`src/rtl/mbist_march_ctrl.sv`:
```
// March C- memory BIST controller: sequences the six march elements over one memory port,
// compares read data the cycle after each read and records the first failing address.
module mbist_march_ctrl #(
    parameter int ADDR_WIDTH = 5,
    parameter int DATA_WIDTH = 8,
    parameter int MEM_SIZE   = 32
) (
    input  logic                  clk,
    input  logic                  rst,
    input  logic                  start,
    output logic                  mem_en,
    output logic                  mem_we,
    output logic [ADDR_WIDTH-1:0] mem_addr,
    output logic [DATA_WIDTH-1:0] mem_wdata,
    input  logic [DATA_WIDTH-1:0] mem_rdata,
    output logic                  busy,
    output logic                  done,
    output logic                  fail,
    output logic [ADDR_WIDTH:0]   fail_count,
    output logic [ADDR_WIDTH-1:0] fail_addr
);

    // state | meaning
    // IDLE  | waiting for start          W0 | M0 fill with zeros
    // RW    | M1..M4 read then write     R0 | M5 final read of zeros
    // DONE  | result held until start or rst
    typedef enum logic [2:0] {S_IDLE, S_W0, S_RW, S_R0, S_DONE} state_t;

    localparam logic [ADDR_WIDTH-1:0] LAST_ADDR = ADDR_WIDTH'(MEM_SIZE - 1);
    localparam logic [ADDR_WIDTH:0]   CNT_MAX   = '1;
    localparam logic PH_READ   = 1'b0;
    localparam logic PH_SECOND = 1'b1;

    state_t                r_state, w_state;
    logic                  r_phase, w_phase;
    logic [2:0]            r_elem, w_elem;
    logic [ADDR_WIDTH-1:0] r_addr, w_addr;
    logic                  r_fail, w_fail;
    logic [ADDR_WIDTH:0]   r_fail_count, w_fail_count;
    logic [ADDR_WIDTH-1:0] r_fail_addr, w_fail_addr;

    logic                  w_down;
    logic                  w_elem_last;
    logic                  w_check;
    logic                  w_mismatch;
    logic [DATA_WIDTH-1:0] w_exp_rd;

    // M1/M3 expect zeros and write ones; M2/M4 the reverse
    assign w_down      = (r_elem == 3'd3) || (r_elem == 3'd4);
    assign w_elem_last = w_down ? (r_addr == '0) : (r_addr == LAST_ADDR);
    assign w_check     = (r_phase == PH_SECOND) && ((r_state == S_RW) || (r_state == S_R0));
    assign w_exp_rd    = (r_state == S_RW) ? {DATA_WIDTH{~r_elem[0]}} : '0;
    assign w_mismatch  = w_check && (mem_rdata != w_exp_rd);

    always_ff @(posedge clk) begin
        if (rst) begin
            r_state      <= S_IDLE;
            r_phase      <= PH_READ;
            r_elem       <= 3'd0;
            r_addr       <= '0;
            r_fail       <= 1'b0;
            r_fail_count <= '0;
            r_fail_addr  <= '0;
        end else begin
            r_state      <= w_state;
            r_phase      <= w_phase;
            r_elem       <= w_elem;
            r_addr       <= w_addr;
            r_fail       <= w_fail;
            r_fail_count <= w_fail_count;
            r_fail_addr  <= w_fail_addr;
        end
    end

    always_comb begin
        w_state      = r_state;
        w_phase      = r_phase;
        w_elem       = r_elem;
        w_addr       = r_addr;
        w_fail       = r_fail;
        w_fail_count = r_fail_count;
        w_fail_addr  = r_fail_addr;

        if (w_mismatch) begin
            w_fail = 1'b1;
            if (r_fail_count != CNT_MAX) begin
                w_fail_count = r_fail_count + (ADDR_WIDTH+1)'(1);
            end
            if (!r_fail) begin
                w_fail_addr = r_addr;
            end
        end

        case (r_state)
            S_IDLE, S_DONE: begin
                if (start) begin
                    w_state      = S_W0;
                    w_phase      = PH_READ;
                    w_elem       = 3'd0;
                    w_addr       = '0;
                    w_fail       = 1'b0;
                    w_fail_count = '0;
                    w_fail_addr  = '0;
                end
            end
            S_W0: begin
                if (r_addr == LAST_ADDR) begin
                    w_state = S_RW;
                    w_elem  = 3'd1;
                    w_phase = PH_READ;
                    w_addr  = '0;
                end else begin
                    w_addr = r_addr + ADDR_WIDTH'(1);
                end
            end
            S_RW: begin
                if (r_phase == PH_READ) begin
                    w_phase = PH_SECOND;
                end else begin
                    w_phase = PH_READ;
                    if (w_elem_last) begin
                        if (r_elem == 3'd4) begin
                            w_state = S_R0;
                            w_addr  = '0;
                        end else begin
                            w_elem = r_elem + 3'd1;
                            // M3 and M4 both walk down, M2 starts upward
                            w_addr = (r_elem == 3'd1) ? '0 : LAST_ADDR;
                        end
                    end else begin
                        w_addr = w_down ? (r_addr - ADDR_WIDTH'(1)) : (r_addr + ADDR_WIDTH'(1));
                    end
                end
            end
            S_R0: begin
                if (r_phase == PH_READ) begin
                    w_phase = PH_SECOND;
                end else begin
                    w_phase = PH_READ;
                    if (r_addr == LAST_ADDR) begin
                        w_state = S_DONE;
                    end else begin
                        w_addr = r_addr + ADDR_WIDTH'(1);
                    end
                end
            end
            default: w_state = S_IDLE;
        endcase
    end

    always_comb begin
        mem_en    = 1'b0;
        mem_we    = 1'b0;
        mem_addr  = '0;
        mem_wdata = '0;
        busy      = 1'b0;
        done      = 1'b0;
        case (r_state)
            S_W0: begin
                mem_en   = 1'b1;
                mem_we   = 1'b1;
                mem_addr = r_addr;
                busy     = 1'b1;
            end
            S_RW: begin
                mem_en    = 1'b1;
                mem_we    = r_phase;
                mem_addr  = r_addr;
                mem_wdata = r_phase ? {DATA_WIDTH{r_elem[0]}} : '0;
                busy      = 1'b1;
            end
            S_R0: begin
                mem_en   = ~r_phase;
                mem_addr = r_addr;
                busy     = 1'b1;
            end
            S_DONE:  done = 1'b1;
            default: ;
        endcase
    end

    assign fail       = r_fail;
    assign fail_count = r_fail_count;
    assign fail_addr  = r_fail_addr;

endmodule

```
`config.mk`:
```
export PLATFORM = sky130hd
export DESIGN_NAME = mbist_march_ctrl
export DESIGN_NICKNAME = d
export VERILOG_FILES = /design/src/rtl/mbist_march_ctrl.sv
export SDC_FILE = /design/constraint.sdc
export NUM_CORES = 1
export LEC_CHECK = 0
export CAP_MARGIN = 10
export CORE_UTILIZATION = 50
export CTS_CLUSTER_DIAMETER = 100
export DETAILED_ROUTE_END_ITERATION = 10
export GPL_TIMING_DRIVEN = 0
export HOLD_SLACK_MARGIN = 0.02
export MAX_ROUTING_LAYER = met4
export PLACE_DENSITY = 0.8
export SLEW_MARGIN = 10
export SYNTH_ARGS = -nofsm -noshare
export SYNTH_HDL_FRONTEND = slang
export SYNTH_SLANG_ARGS = --single-unit
```
`constraint.sdc`:
```
create_clock -name clk -period 2.4 [get_ports clk]
set_input_delay 0.36 -clock clk [delete_from_list [all_inputs] [get_ports clk]]
set_output_delay 0.36 -clock clk [all_outputs]
set_load 0.03 [all_outputs]
```
==> impl_metrics.yaml <==
drt:
  drc_errors: 0
  wirelength_um: 4080
  drt-vias-per-instance: 5.71
  wl_per_cell_um: 13.4
  drt_iter0_drc: 86
  firstDrtPassIters: 4
  antenna_left: 0
  vias: 1742
critical_path:
  path_buf_inv: 2
  end_kind: "output port"
  cp_max_fo: 10
  cpMaxStageDelayCell: "clkdlybuf4s50_1"
  crit_path_cell_trace: "buf_6 > o21bai_2 > a31oi_1 > clkdlybuf4s50_1"
  critPathKind: "register to output port"
  cpPeakStageDelay_ps: 690
  crit_family: "buffers and inverters"
  critPathLaunchType: "register"
  cp_data_required_time_ps: 2040
  cp.arrival_ps: 1940
synthesis:
  ys_warn_count: 0
  synth_async_sr_flop_share_pct: 0
  synth.avg_cell_area_um2: 8.07
  synth_top_area_cell: "dfxtp_1"
  yosysSeqAreaShare_pct: 27.3
  synth_common_cells: "dfxtp_1, nor2_1, a21oi_1, inv_1, nand2_1"
  synth_top_area_share_pct: 27.3
  synth_cells: 218
  synth_most_common_cell: "dfxtp_1"
  syn_nets: 238
  synth_area_um2: 1760
  synth_edf_count: 0
  synth_area_leaders: "dfxtp_1, ha_1, a21oi_1, buf_4, nor2_1"
  synth.distinct_cells: 62
  synth_flop_cell: "dfxtp_1"
  synth-seq-cells: 24
cells_and_area:
  ff_latch_area_um2: 485
  area_growth_pct: 27.5
  multi_input_area_um2: 1130
  fin_nets: 280
  diodes: 0
  drive_above_1_share_pct: 19.7
  layout.cells.non_filler: 305
  fillers: 310
job:
  cap_viol_max_count: 0
global_route:
  grtUsageTotal_pct: 24.4
  grt-ovfl-total: 0
  grt_max_degree: 15
  first_global_vias: 1494
  antenna_found_initial: 0
  grt_first_pass_wirelength_um: 6710
die:
  floorplan.initialDensity_pct: 52.3
  die_area_um2: 3760
  std_cell_rows: 21
  io_pins: 40
  core-area_um2: 3360
  dieHeight_um: 61.3
  die_w_um: 61.3
clock_tree:
  numCtsBuffers: 3
  cts_tree: "built"
  cts_sinks: 24
  cts_buffer_depth: 2
  htree_levels: 1
  cts_setup_buffers: 0
  clk_latency_ps: 330
  cts-root-buf: "clkbuf_4"
  clk_pin_slew_ps: 150
timing:
  final-setup-viol-count: 0
  rsz0062_at_grt: "false"
  skew_ps: 5.61
  relSlewSlack_pct: 67.7
  final.min_clock_period_ps: 2300
  finalMaxSlewViolations: 0
  setup_tns_ps: 0
  tightest_slew_ps: 485
  hold_ws_ps: 467
  finalHoldViolCount: 0
  fin_crit_sh_pct: 95.8
  fin_ws_ps: 101
  fmax_ghz: 0.435
power:
  ir_drop_mv: 0.504
  pwr_density_cell_nw_per_um2: 822
  p_leak_uw: 0.000935
  total_power_uw: 1840
placed_design:
  place_worst_setup_slack_ps: -118
  dp_hpwl_um: 3120
  dp.cells: 303
  io_buffers: 39
  gp_congestion: 0.838
run_status:
  outcome: "finished clean"
hold_path:
  min_path_type: "register to register"
[cells in the final DEF, fill, tap and decap left out, types with 5 or more instances in the layout]
cell type,n
nor2_1,18
buf_4,10
nand2_1,13
a21oi_1,16
ha_1,8
and3_1,5
nor3_1,6
nand3_1,8
clkbuf_2,8
o21ai_0,11
nor2b_1,5
clkdlybuf4s50_1,27
nand2b_1,6
dfxtp_1,20
inv_1,14
[sequential cells by signal, summed over array words and instances (netlist names)]
signal      flops
fail            1
fail_addr       5
r_phase         1
r_elem          3
fail_count      6
r_addr          5
r_state         3
[what timing repair did]
action	in CTS	in global routing
hold buffers	0	0
pin swaps	0	0
gates resized for setup	20	16
endpoints found under the setup margin	11	22
[path summary, 6_finish.rpt]
| path | slack (ps) | cells past startpoint | end | startpoint |
|---|---|---|---|---|
| setup / recovery | 100 | 4 | mem_en | r_state[2] |
| hold / removal | 470 | 2 | fail_addr[4] | fail_addr[4] |
| setup reg to reg | 170 | 7 | r_state[0] | r_elem[0] |
| hold reg to reg | 470 | 2 | fail_addr[4] | fail_addr[4] |
[cell type report]
cell class	instances	area share (%)
Buffer	14	4.30
Multi-Input combinational cell	164	50.6
Clock inverter	1	1.34
Clock buffer	3	1.00
Timing Repair Buffer	39	16.2
Tap cell	46	2.57
Sequential cell	24	21.7
Inverter	14	2.34
[worst reg2reg max path: stages (launching register included)]
cell and delay [ps]:
dfxtp_2 410, ha_1 220, ha_1 200, a21oi_2 330
mux2_2 440, a21bo_2 220, nor4b_2 150, a31o_1 190
[per-layer routing]
metal	GRT usage [%]	wire length, µm
met1	34.0	2000
met5	-	0
met3	2.10	131
met4	7.47	61
met2	37.3	1890
[per-stage QoR]
stage	instance area, µm²	utilization, %
3_3_place_gp	2210	65.6
3_5_place_dp	2210	65.6
2_1_floorplan	1760	-
5_1_grt	2240	66.7
6_report	2240	66.7
4_1_cts	2260	67.3
[power breakdown]
part	switching, µW	internal, µW	total, µW	leakage (µW)
Clock	136	169	305	0.0000279
Combinational	625	400	1020	0.000712
Sequential	67.7	445	513	0.000196
[cells by family after synthesis]
kind of cell / Yosys count / synth area share (%)
buffers and inverters: 30 / 8.89
DFF: 24 / 27.3
muxes: 2 / 1.21
and+or+nand+nor: 87 / 28.7
AOI/OAI and AO/OA: 65 / 27.0
xor gates and xnor gates: 1 / 0.498
adders and majority gates: 9 / 6.40
No activity file was read; power rests on OpenSTA's default activity.
